===== config.mk =====
export PLATFORM = sky130hd
export DESIGN_NAME = onehot_decoder
export DESIGN_NICKNAME = d
export VERILOG_FILES = /design/src/rtl/onehot_decoder.sv
export SDC_FILE = /design/constraint.sdc
export NUM_CORES = 1
export LEC_CHECK = 0
export CAP_MARGIN = 0
export CORE_AREA = 10 10 47 49
export CTS_BUF_LIST = sky130_fd_sc_hd__clkbuf_8
export DETAILED_ROUTE_END_ITERATION = 10
export DIE_AREA = 0 0 57 59
export SKIP_LAST_GASP = 1
export SLEW_MARGIN = 40
export SYNTH_ARGS = -nofsm -noshare
export SYNTH_HDL_FRONTEND = slang
export SYNTH_SLANG_ARGS = --single-unit

===== constraint.sdc =====
create_clock -name clk -period 0.9 [get_ports clk]
set_input_delay 0.18 -clock clk [delete_from_list [all_inputs] [get_ports clk]]
set_output_delay 0.18 -clock clk [all_outputs]
set_load 0.01 [all_outputs]

===== src/rtl/onehot_decoder.sv =====
// onehot_decoder: registered binary-to-one-hot decoder.
// Ports:
//   clk, rst_n   : rising-edge clock, async active-low reset
//   en           : sample enable for a
//   a [BITS]     : binary index to decode
//   b [2**BITS]  : registered one-hot result, bit a set
//   valid        : high for the cycle after each enabled sample
//   onehot_err   : sticky popcount(b) > 1 flag
//                  (only with ONEHOT_DECODER_CHECK_EN defined)
module onehot_decoder #(
    parameter  int BITS  = 2,
    localparam int OUT_W = 2 ** BITS
) (
    input  logic             clk,
    input  logic             rst_n,
    input  logic             en,
    input  logic [BITS-1:0]  a,
    output logic [OUT_W-1:0] b,
    output logic             valid
`ifdef ONEHOT_DECODER_CHECK_EN
    ,
    output logic             onehot_err
`endif
);

    generate
        if (BITS < 1 || BITS > 8) begin : g_bits_range
            $error("onehot_decoder: BITS must be within 1..8");
        end
    endgenerate

    logic [OUT_W-1:0] dec;

    always_comb begin
        dec = '0;
        for (int i = 0; i < OUT_W; i++) begin
            dec[i] = (a == BITS'(i));
        end
    end

    // b holds its last word while en is low; only valid drops.
    always_ff @(posedge clk or negedge rst_n) begin
        if (!rst_n) begin
            b     <= '0;
            valid <= 1'b0;
        end else begin
            valid <= en;
            if (en) begin
                b <= dec;
            end
        end
    end

`ifdef ONEHOT_DECODER_CHECK_EN
    localparam int CNT_W = $clog2(OUT_W + 1);

    function automatic logic [CNT_W-1:0] popcount(
        input logic [OUT_W-1:0] v
    );
        logic [CNT_W-1:0] cnt;
        cnt = '0;
        for (int i = 0; i < OUT_W; i++) begin
            cnt = cnt + CNT_W'(v[i]);
        end
        return cnt;
    endfunction

    logic multi_hot;

    // All-zeros is legal (post-reset), so only two or more set bits flag.
    assign multi_hot = (popcount(b) > CNT_W'(1));

    always_ff @(posedge clk or negedge rst_n) begin
        if (!rst_n) begin
            onehot_err <= 1'b0;
        end else if (multi_hot) begin
            onehot_err <= 1'b1;
        end
    end
`endif

endmodule


After elaboration in Yosys (flattened, before gate mapping). Index checks and enable logic that the tools add are counted.

Register bits: 5. Logic and storage cells: 6.

Eq/ne operators: 3. Reduce and logical (&&, ||, !) cells: 1.

Operator list (count): $eq A2 B2 Y1 const B (2); $eq A2 B1 Y1 const B (1); $logic_not A2 Y1 (1).

Logic depth before layout (Yosys ltp). Gate-level depths: netlist of the first run.

Word-level depth: 1. Depth in mapped cells: 2. Depth with buffers taken out: 2.

Worst setup path before layout of the first run. OpenSTA, ideal clock, no wires.

Kind: register to register. Start: register, netlist name b[0]. End: register b[0]. Buffers on the path: 0. Stages on the path, launching flop included: 2. Setup slack: 0.121 ns. Setup time: 0.125 ns. Data required time: 0.775 ns. Data arrival time: 0.654 ns. Clock period less this slack: 0.779 ns. Cell sequence: dfrtp_1 -> mux2_4.

RTL lines: to (signal assigned) (line 44) `b <= '0;`; to (signal assigned) (line 49) `b <= dec;`; to (decl) (line 18) `output logic [OUT_W-1:0] b,`.

Worst setup path after layout of the first run.
Start: register b[0]. End: output b[0].

No word-level cell between the ends.

==> results by group, run 1 <==
STA
  – RSZ-0062 raised after global routing: yes
  – Fin. max-slew vios: 0
  – Final period utilization: 103%
  – Actual slew at the worst max-slew pin: 228 ps
  – Highest achievable clock rate: 1.08 GHz
  – Min cycle time layout: 925 ps
  – Setup violation total in the final timing report: 4
  – Setup slack after layout: -25.4 ps
  – Final hold viol count: 0
  – Worst Hold Slack: 185 ps
  – Fin Clk Skew: 0 ps
  – Slew headroom: 84.8%

Setup path
  – Element type at the critical path end: output pin
  – Worst path top cell family by delay: flip-flops
  – Data required time of the worst path: 720 ps
  – Critical path cell sequence: buf_2
  – Largest stage delay, worst path: 380 ps
  – R2r startpoint: b[0]
  – Startpoint Class: flop
  – Logic depth of the worst register-to-register path: 2
  – Critical-path cell with the highest stage delay: sky130_fd_sc_hd__dfrtp_1
  – Minimum setup slack among reg-to-reg paths: 10 ps
  – WP data arrival: 750 ps
  – Classification of the worst setup path: reg2out
  – Largest fanout on the critical path: 2
  – Buffers plus inverters on the worst setup path: 1
  – Capture point of the worst reg-to-reg path: b[0]

Synth
  – YS warnings: 0
  – Post-Syn Instances: 16
  – Synthesis-stage register bit count: 5
  – Syn avg cell area: 11.9 um2
  – Number of distinct library cell variants in the gate-level netlist after synthesis: 7
  – Syn_nets: 21
  – Post-Synthesis Cell Area: 190 um2
  – Proportion of synthesized chip area in sequential cells: 65.8%

Final layout
  – Total Nets Final: 40
  – Diode count: 0
  – Fraction of final layout cells with drive strength greater than 1: 41.2%
  – Most common cell after layout, fill and taps aside: sky130_fd_sc_hd__dfrtp_1
  – Fill cell count: 159
  – Most frequent cells in the layout: sky130_fd_sc_hd__dfrtp_1, sky130_fd_sc_hd__inv_1, sky130_fd_sc_hd__clkdlybuf4s50_1, sky130_fd_sc_hd__buf_2, sky130_fd_sc_hd__buf_4
  – Area grow syn2layout: 93.4%
  – Area of the multi-input gates: 53.8 um2
  – FF/Latch Area: 125 um2
  – Post-route core utilization: 26.3%

Outcome
  – Violated checks: negative setup slack
  – Outcome: finished, violations left

Place
  – Final weighted congestion of routability-driven global placement: 0.640
  – Count of buffers from port buffering: 9

Clock network
  – Number of levels in the clock H-tree: 1
  – Total number of clock tree sinks: 5
  – Clock network latency to the later pin of the worst-skew pair: 220 ps
  – Root Buffer: sky130_fd_sc_hd__clkbuf_8
  – TritonCTS clock tree: built
  – Number of buffers inserted for hold repair after clock tree synthesis: 0
  – Number of buffers added by the clock tree synthesis step: 3
  – Clock slew at reported path FFs: 30 ps
  – Worst-case clock buffer depth: 2

Detailed routing
  – Number of iterations in the first detailed-routing pass: 2
  – Count of vias placed by the detailed router: 169
  – Routed vias/inst: 3.38
  – Average wire per standard cell: 10.4 um
  – Final routed DRC violation total: 0
  – Routed wire length: 521 um
  – Residual antenna-violating net count after detailed routing: 0
  – Number of DRC markers in iteration 0: 2

Floorplanning
  – Die width: 57 um
  – Ports: 10
  – Die ar.: 3360 um2
  – Die Height: 59 um
  – Number of cell rows: 14
  – Core Area: 1400 um2
  – Starting density of the core: 13.6%

GRT
  – Residual overflow from global routing: 0
  – Vias in the first global route: 196
  – Number of antenna violations at the first check in global routing: 0
  – Wire length of the first global-routing pass: 869 um
  – Total track usage: 4.12%
  – Largest net degree at the start of global routing: 8

Hold path
  – Worst hold path type: in2async

Power
  – Leakage power summed over all cells: 0.183 nW
  – Worst supply voltage drop on vdd: 531 uV
  – PwrDens: 2030 nW/um2

Run
  – Reported max-cap violation count: 0
per-stage QoR:
| stage | instances | cell area, um2 | power, mW | TNS [ps] | worst slack (ps) |
|---|---|---|---|---|---|
| 3_3_place_gp | 44 | 323 | 0.356 | -1400 | -198 |
| 3_5_place_dp | 44 | 323 | 0.358 | -1550 | -211 |
| 6_report | 50 | 368 | 0.747 | -62.7 | -25.4 |
| 4_1_cts | 49 | 350 | 0.751 | -97.3 | -44.1 |
| 5_1_grt | 50 | 368 | 0.797 | -177 | -54.0 |
| 2_1_floorplan | 16 | 190 | 0.280 | 0 | 121 |
cell usage after synthesis:
library cell | n | share of area, %
sky130_fd_sc_hd__dfrtp_1 | 5 | 66
sky130_fd_sc_hd__inv_1 | 3 | 5.9
sky130_fd_sc_hd__o21ai_0 | 3 | 7.9
sky130_fd_sc_hd__nand3b_1 | 2 | 7.9
sky130_fd_sc_hd__mux2_4 | 1 | 7.9
sky130_fd_sc_hd__nand3_1 | 1 | 2.6
sky130_fd_sc_hd__nor2_1 | 1 | 2.0
flip-flops by register name, indices dropped and copies added (netlist names):
register,flops
valid,1
b,4
worst max path at each step:
stage / start / slack (ps) / cells after the start / end
4_1_cts: b[0] / -40 / 1 / b[0]
5_1_grt: b[0] / -50 / 1 / b[0]
6_report: b[0] / -30 / 1 / b[0]
3_3_place_gp: a[1] / -200 / 3 / b[0]
2_1_floorplan: b[0] / 120 / 1 / b[0]
3_5_place_dp: en / -210 / 2 / b[0]
power breakdown:
| part | leakage, nW | total, mW | switching (mW) | internal (mW) |
|---|---|---|---|---|
| Sequential | 0.0636 | 0.253 | 0.00947 | 0.243 |
| Combinational | 0.0927 | 0.101 | 0.0392 | 0.0613 |
| Clock | 0.0269 | 0.394 | 0.102 | 0.292 |
| Total | 0.183 | 0.747 | 0.151 | 0.596 |
layout make-up:
class                      count  area share (%)
clock inverter                 1            1.02
multi-input combinational      8            14.6
sequential                     5            34.0
inverter                       3            3.06
clock buffer                   3            11.2
timing repair buffer          14            30.6
tap                           16            5.44
what timing repair did:
item                       CTS  global route
resized for setup           20             2
setup endpoints to repair    5             6
buffers inserted             1             1
routing by layer:
| layer | vias up | GRT usage [%] | part of all wire [%] |
|---|---|---|---|
| met5 | - | 0 | 0 |
| met4 | 0 | 10.1 | 7.9 |
| met3 | 2 | 2.36 | 9.6 |
| met2 | 8 | 4.34 | 41 |
| met1 | 71 | 3.11 | 41 |
| li1 | 88 | - | - |
cell families after synthesis:
| logic type | synth area share [%] |
|---|---|
| buffers and inverters | 5.92 |
| AOI/OAI and AO/OA | 7.89 |
| muxes | 7.89 |
| and+or+nand+nor | 12.5 |
| DFF | 65.8 |
No activity file was read; power rests on OpenSTA's default activity.
==> run 2: changes to the inputs <==
- SKIP_LAST_GASP: 1 -> unset
==> run 2 against run 1 <==
Against the previous run: the run still ends with negative setup slack left; critical path depth unchanged; sequential power about the same; setup slack about the same; largest power group unchanged; critical endpoint unchanged.
==> results by group, run 2 (synthesis gave the netlist of run 1 again) <==
Outcome
  – Outcome: finished, violations left
  – Violated checks: negative setup slack

STA
  – Setup TNS: -53.7 ps
  – Highest achievable clock rate: 1.08 GHz
  – Setup slack after layout: -25.3 ps
  – Worst Hold Slack: 185 ps
  – Slew headroom: 84.8%
  – Final period utilization: 103%
  – Min cycle time layout: 925 ps
  – Final hold viol count: 0
  – Setup violation total in the final timing report: 3
  – RSZ-0062 raised after global routing: yes
  – Fin Clk Skew: 0 ps
  – Fin. max-slew vios: 0
  – Actual slew at the worst max-slew pin: 228 ps

GRT
  – Vias in the first global route: 196
  – Residual overflow from global routing: 0
  – Wire length of the first global-routing pass: 869 um
  – Largest net degree at the start of global routing: 8
  – Number of antenna violations at the first check in global routing: 0
  – Total track usage: 4.12%

Detailed routing
  – Length of routed met3 wiring: 50 um
  – Final routed DRC violation total: 0
  – Routed vias/inst: 3.38
  – Count of vias placed by the detailed router: 169
  – Top routing layer in use: met4
  – Wire length on met1: 204 um
  – Residual antenna-violating net count after detailed routing: 0
  – Met2 wire length: 217 um
  – Number of iterations in the first detailed-routing pass: 2
  – Number of DRC markers in iteration 0: 2
  – Average wire per standard cell: 10.3 um
  – Routed wire length: 513 um

Floorplanning
  – Ports: 10
  – Number of cell rows: 14
  – Die ar.: 3360 um2
  – Starting density of the core: 13.6%
  – Die width: 57 um
  – Die Height: 59 um
  – Core Area: 1400 um2

Setup path
  – Largest fanout on the critical path: 2
  – Startpoint Class: flop
  – Capture point of the worst reg-to-reg path: b[0]
  – Worst path top cell family by delay: flip-flops
  – R2r startpoint: b[0]
  – Classification of the worst setup path: reg2out
  – WP data arrival: 750 ps
  – Critical-path cell with the highest stage delay: sky130_fd_sc_hd__dfrtp_1
  – Critical path cell sequence: buf_2
  – Buffers plus inverters on the worst setup path: 1
  – Count of cell instances traversed by the critical path: 1
  – Minimum setup slack among reg-to-reg paths: 20 ps
  – Largest stage delay, worst path: 380 ps
  – Element type at the critical path end: output pin
  – Logic depth of the worst register-to-register path: 2
  – Data required time of the worst path: 720 ps

Place
  – Cell area after placement: 323 um2
  – Post-placement worst setup slack: -211 ps
  – Count of buffers from port buffering: 9
  – Final weighted congestion of routability-driven global placement: 0.640

Clock network
  – Clock slew at reported path FFs: 30 ps
  – Number of buffers added by the clock tree synthesis step: 3
  – TritonCTS clock tree: built
  – Clock network latency to the later pin of the worst-skew pair: 220 ps
  – Number of buffers inserted for hold repair after clock tree synthesis: 0
  – Total number of clock tree sinks: 5
  – Worst-case clock buffer depth: 2
  – Root Buffer: sky130_fd_sc_hd__clkbuf_8
  – Number of levels in the clock H-tree: 1

Final layout
  – Total Nets Final: 40
  – Most frequent cells in the layout: sky130_fd_sc_hd__dfrtp_1, sky130_fd_sc_hd__inv_1, sky130_fd_sc_hd__buf_2, sky130_fd_sc_hd__buf_4
  – Top flop regs: b x4, valid x1
  – Post-layout instance area: 370 um2
  – Flip-flop count of the largest register after layout: 4
  – Area grow syn2layout: 94.7%
  – Most common cell after layout, fill and taps aside: sky130_fd_sc_hd__dfrtp_1
  – Reg with most FFs: b
  – Post-route core utilization: 26.4%
  – Diode count: 0
  – Fraction of final layout cells with drive strength greater than 1: 41.2%

Power
  – PwrDens: 2010 nW/um2
  – Worst supply voltage drop on vdd: 531 uV
  – Leakage power summed over all cells: 0.192 nW

Run
  – Reported max-cap violation count: 0

Hold path
  – Worst hold path type: in2async
[run 2: cell count changes in the layout (fill, tap and decap cells not counted)]
cell	change
sky130_fd_sc_hd__dlymetal6s2s_1	+1
sky130_fd_sc_hd__clkdlybuf4s50_1	-1
[run 2: cell type report]
type | count | area [um2]
flip-flops and latches | 5 | 125
multi-input cells | 8 | 53.8
fillers | 159 | 1030
clock buffers | 3 | 41.3
repair buffers | 14 | 115
clock inverters | 1 | 3.75
inverters | 3 | 11.3
well taps | 16 | 20.0
[run 2: worst max path at each step]
stage           end  startpoint  slack (ps)
2_1_floorplan  b[0]        b[0]         120
3_3_place_gp   b[0]        a[1]        -200
3_5_place_dp   b[0]          en        -210
4_1_cts        b[0]        b[0]         -40
5_1_grt        b[0]        b[0]         -50
6_report       b[0]        b[0]         -30
[run 2: power breakdown]
group	switching (mW)	internal (mW)	leakage, nW
registers	0.00950	0.243	0.0636
clock network	0.102	0.292	0.0269
logic	0.0389	0.0607	0.102
total	0.151	0.596	0.192
[run 2: layer usage]
| metal | up-vias | GRT usage [%] |
|---|---|---|
| li1 | 88 | - |
| met2 | 8 | 4.34 |
| met4 | 0 | 10.1 |
| met3 | 2 | 2.36 |
| met5 | - | 0 |
| met1 | 71 | 3.11 |
[run 2: timing repair]
action / CTS / global route
pin swaps: 0 / 0
setup endpoints to repair: 5 / 6
resized for setup: 20 / 3
setup buffers: 1 / 1
[run 2: per-stage QoR]
step           cells  total power, mW
5_1_grt           50            0.796
2_1_floorplan     16            0.280
6_report          50            0.746
3_3_place_gp      44            0.356
3_5_place_dp      44            0.358
4_1_cts           49            0.751
==> run 3: changes to the inputs <==
- RECOVER_POWER: unset -> 50
==> run 3 against run 2 <==
Against the previous run: the flow still finishes with violations (negative setup slack); global-route usage did not move; non-clock buffer count did not move; clock skew unchanged; setup slack better by 1.0 ps; via count unchanged; critical endpoint unchanged; critical path depth is the same.
==> results by group, run 3 (synthesis gave the netlist of run 1 again) <==
Outcome
  – Outcome: finished, violations left
  – Violated checks: negative setup slack

Detailed routing
  – Routed vias/inst: 3.38
  – Average wire per standard cell: 10.3 um
  – Count of vias placed by the detailed router: 169
  – Routed wire length: 513 um
  – Final routed DRC violation total: 0
  – Number of DRC markers in iteration 0: 1
  – Residual antenna-violating net count after detailed routing: 0
  – Number of iterations in the first detailed-routing pass: 2

Setup path
  – Logic depth of the worst register-to-register path: 2
  – Element type at the critical path end: output pin
  – Data required time of the worst path: 720 ps
  – Critical path cell sequence: buf_2
  – Buffers plus inverters on the worst setup path: 1
  – Largest fanout on the critical path: 2
  – WP data arrival: 740 ps
  – Capture point of the worst reg-to-reg path: b[0]
  – Worst path top cell family by delay: flip-flops
  – Critical-path cell with the highest stage delay: sky130_fd_sc_hd__dfrtp_1
  – Largest stage delay, worst path: 380 ps
  – Classification of the worst setup path: reg2out
  – Startpoint Class: flop
  – Minimum setup slack among reg-to-reg paths: 10 ps
  – R2r startpoint: b[0]

Final layout
  – Reg with most FFs: b
  – Total Nets Final: 40
  – Post-layout instance count excluding filler cells: 50
  – Top flop regs: b x4, valid x1
  – Diode count: 0
  – Most common cell after layout, fill and taps aside: sky130_fd_sc_hd__dfrtp_1
  – Flip-flop count of the largest register after layout: 4
  – Fraction of final layout cells with drive strength greater than 1: 38.2%
  – Post-layout instance area: 363 um2
  – Area of the multi-input gates: 53.8 um2
  – Area grow syn2layout: 90.8%
  – FF/Latch Area: 125 um2
  – Most frequent cells in the layout: sky130_fd_sc_hd__dfrtp_1, sky130_fd_sc_hd__inv_1, sky130_fd_sc_hd__buf_2, sky130_fd_sc_hd__buf_4
  – Fill cell count: 161

STA
  – Slew headroom: 83.8%
  – Actual slew at the worst max-slew pin: 243 ps
  – Fin Clk Skew: 0 ps
  – Highest achievable clock rate: 1.08 GHz
  – Fin. max-slew vios: 0
  – Final period utilization: 103%
  – Min cycle time layout: 924 ps
  – RSZ-0062 raised after global routing: yes
  – Setup violation total in the final timing report: 3
  – Final hold viol count: 0
  – Worst Hold Slack: 257 ps
  – Setup slack after layout: -24.3 ps

Place
  – Final weighted congestion of routability-driven global placement: 0.640
  – Count of buffers from port buffering: 9
  – Post-placement worst setup slack: -211 ps
  – # placed instances: 44
  – Cell area after placement: 323 um2

GRT
  – Vias in the first global route: 196
  – Wire length of the first global-routing pass: 869 um
  – Total track usage: 4.12%
  – Number of antenna violations at the first check in global routing: 0
  – Residual overflow from global routing: 0
  – Largest net degree at the start of global routing: 8

Clock network
  – TritonCTS clock tree: built
  – Root Buffer: sky130_fd_sc_hd__clkbuf_8
  – Clock slew at reported path FFs: 30 ps
  – Clock network latency to the later pin of the worst-skew pair: 220 ps
  – Worst-case clock buffer depth: 2
  – Number of buffers added by the clock tree synthesis step: 3
  – Number of buffers inserted for hold repair after clock tree synthesis: 0
  – Total number of clock tree sinks: 5
  – Number of levels in the clock H-tree: 1

Power
  – Proportion of power drawn by the clock network: 53.0%
  – Combinational cell fraction of total power: 12.9%
  – PwrDens: 2040 nW/um2
  – Proportion of power drawn by flip-flops and latches: 34.2%
  – Design Power: 740 uW
  – Switch Pwr: 149 uW
  – Worst supply voltage drop on vdd: 528 uV
  – Leakage power summed over all cells: 0.188 nW
  – Proportion of total power due to net switching: 20.1%
  – Internal portion of total power: 591 uW

Floorplanning
  – Die width: 57 um
  – Core Area: 1400 um2
  – Die ar.: 3360 um2
  – Number of cell rows: 14
  – Die Height: 59 um
  – Ports: 10
  – Starting density of the core: 13.6%

Hold path
  – Worst hold path type: in2async

Run
  – Reported max-cap violation count: 0
[run 3: cell count changes in the layout (fill, tap and decap cells not counted)]
cell                              before  now
sky130_fd_sc_hd__clkdlybuf4s50_1       3    2
sky130_fd_sc_hd__clkbuf_1              0    1
sky130_fd_sc_hd__buf_6                 2    1
sky130_fd_sc_hd__dlygate4sd3_1         0    1
[run 3: repair_timing]
item,4_1_cts,5_1_grt
buffers inserted,1,1
cloned,0,0
endpoints found under the setup margin,5,6
gates resized for setup,20,3
[run 3: layout make-up]
| type | count | area share, % |
|---|---|---|
| clock buffers | 3 | 11.4 |
| inverters | 3 | 3.10 |
| multi-input cells | 8 | 14.8 |
| flip-flops and latches | 5 | 34.5 |
| well taps | 16 | 5.52 |
| clock inverters | 1 | 1.03 |
| repair buffers | 14 | 29.7 |
[run 3: how the worst max path moves through the flow]
stage	endpoint	start	cells past startpoint	slack, ps
2_1_floorplan	b[0]	b[0]	1	120
3_3_place_gp	b[0]	a[1]	3	-200
3_5_place_dp	b[0]	en	2	-210
4_1_cts	b[0]	b[0]	1	-40
5_1_grt	b[0]	b[0]	1	-50
6_report	b[0]	b[0]	1	-20
[run 3: metrics by stage]
step	TNS (ps)	util (%)
global placement	-1400	23.0
global route	-180	25.9
detailed placement	-1550	23.0
floorplan	0	-
CTS	-97.3	25.0
finish	-51.2	25.9
[run 3: power groups by stage]
stage | Combinational [mW] | Sequential [mW] | Clock [mW]
after detailed placement | 0.103 | 0.256 | 0
final | 0.0953 | 0.253 | 0.392
after floorplan | 0.0179 | 0.262 | 0
after CTS | 0.0919 | 0.252 | 0.407
after global placement | 0.101 | 0.255 | 0
after global routing | 0.106 | 0.254 | 0.431
[run 3: routing by layer]
| metal | vias up | part of all wire (%) | track usage [%] |
|---|---|---|---|
| met1 | 71 | 40 | 3.11 |
| met4 | 0 | 8.0 | 10.1 |
| li1 | 88 | - | - |
| met3 | 2 | 9.7 | 2.36 |
| met5 | - | 0 | 0 |
| met2 | 8 | 42 | 4.34 |
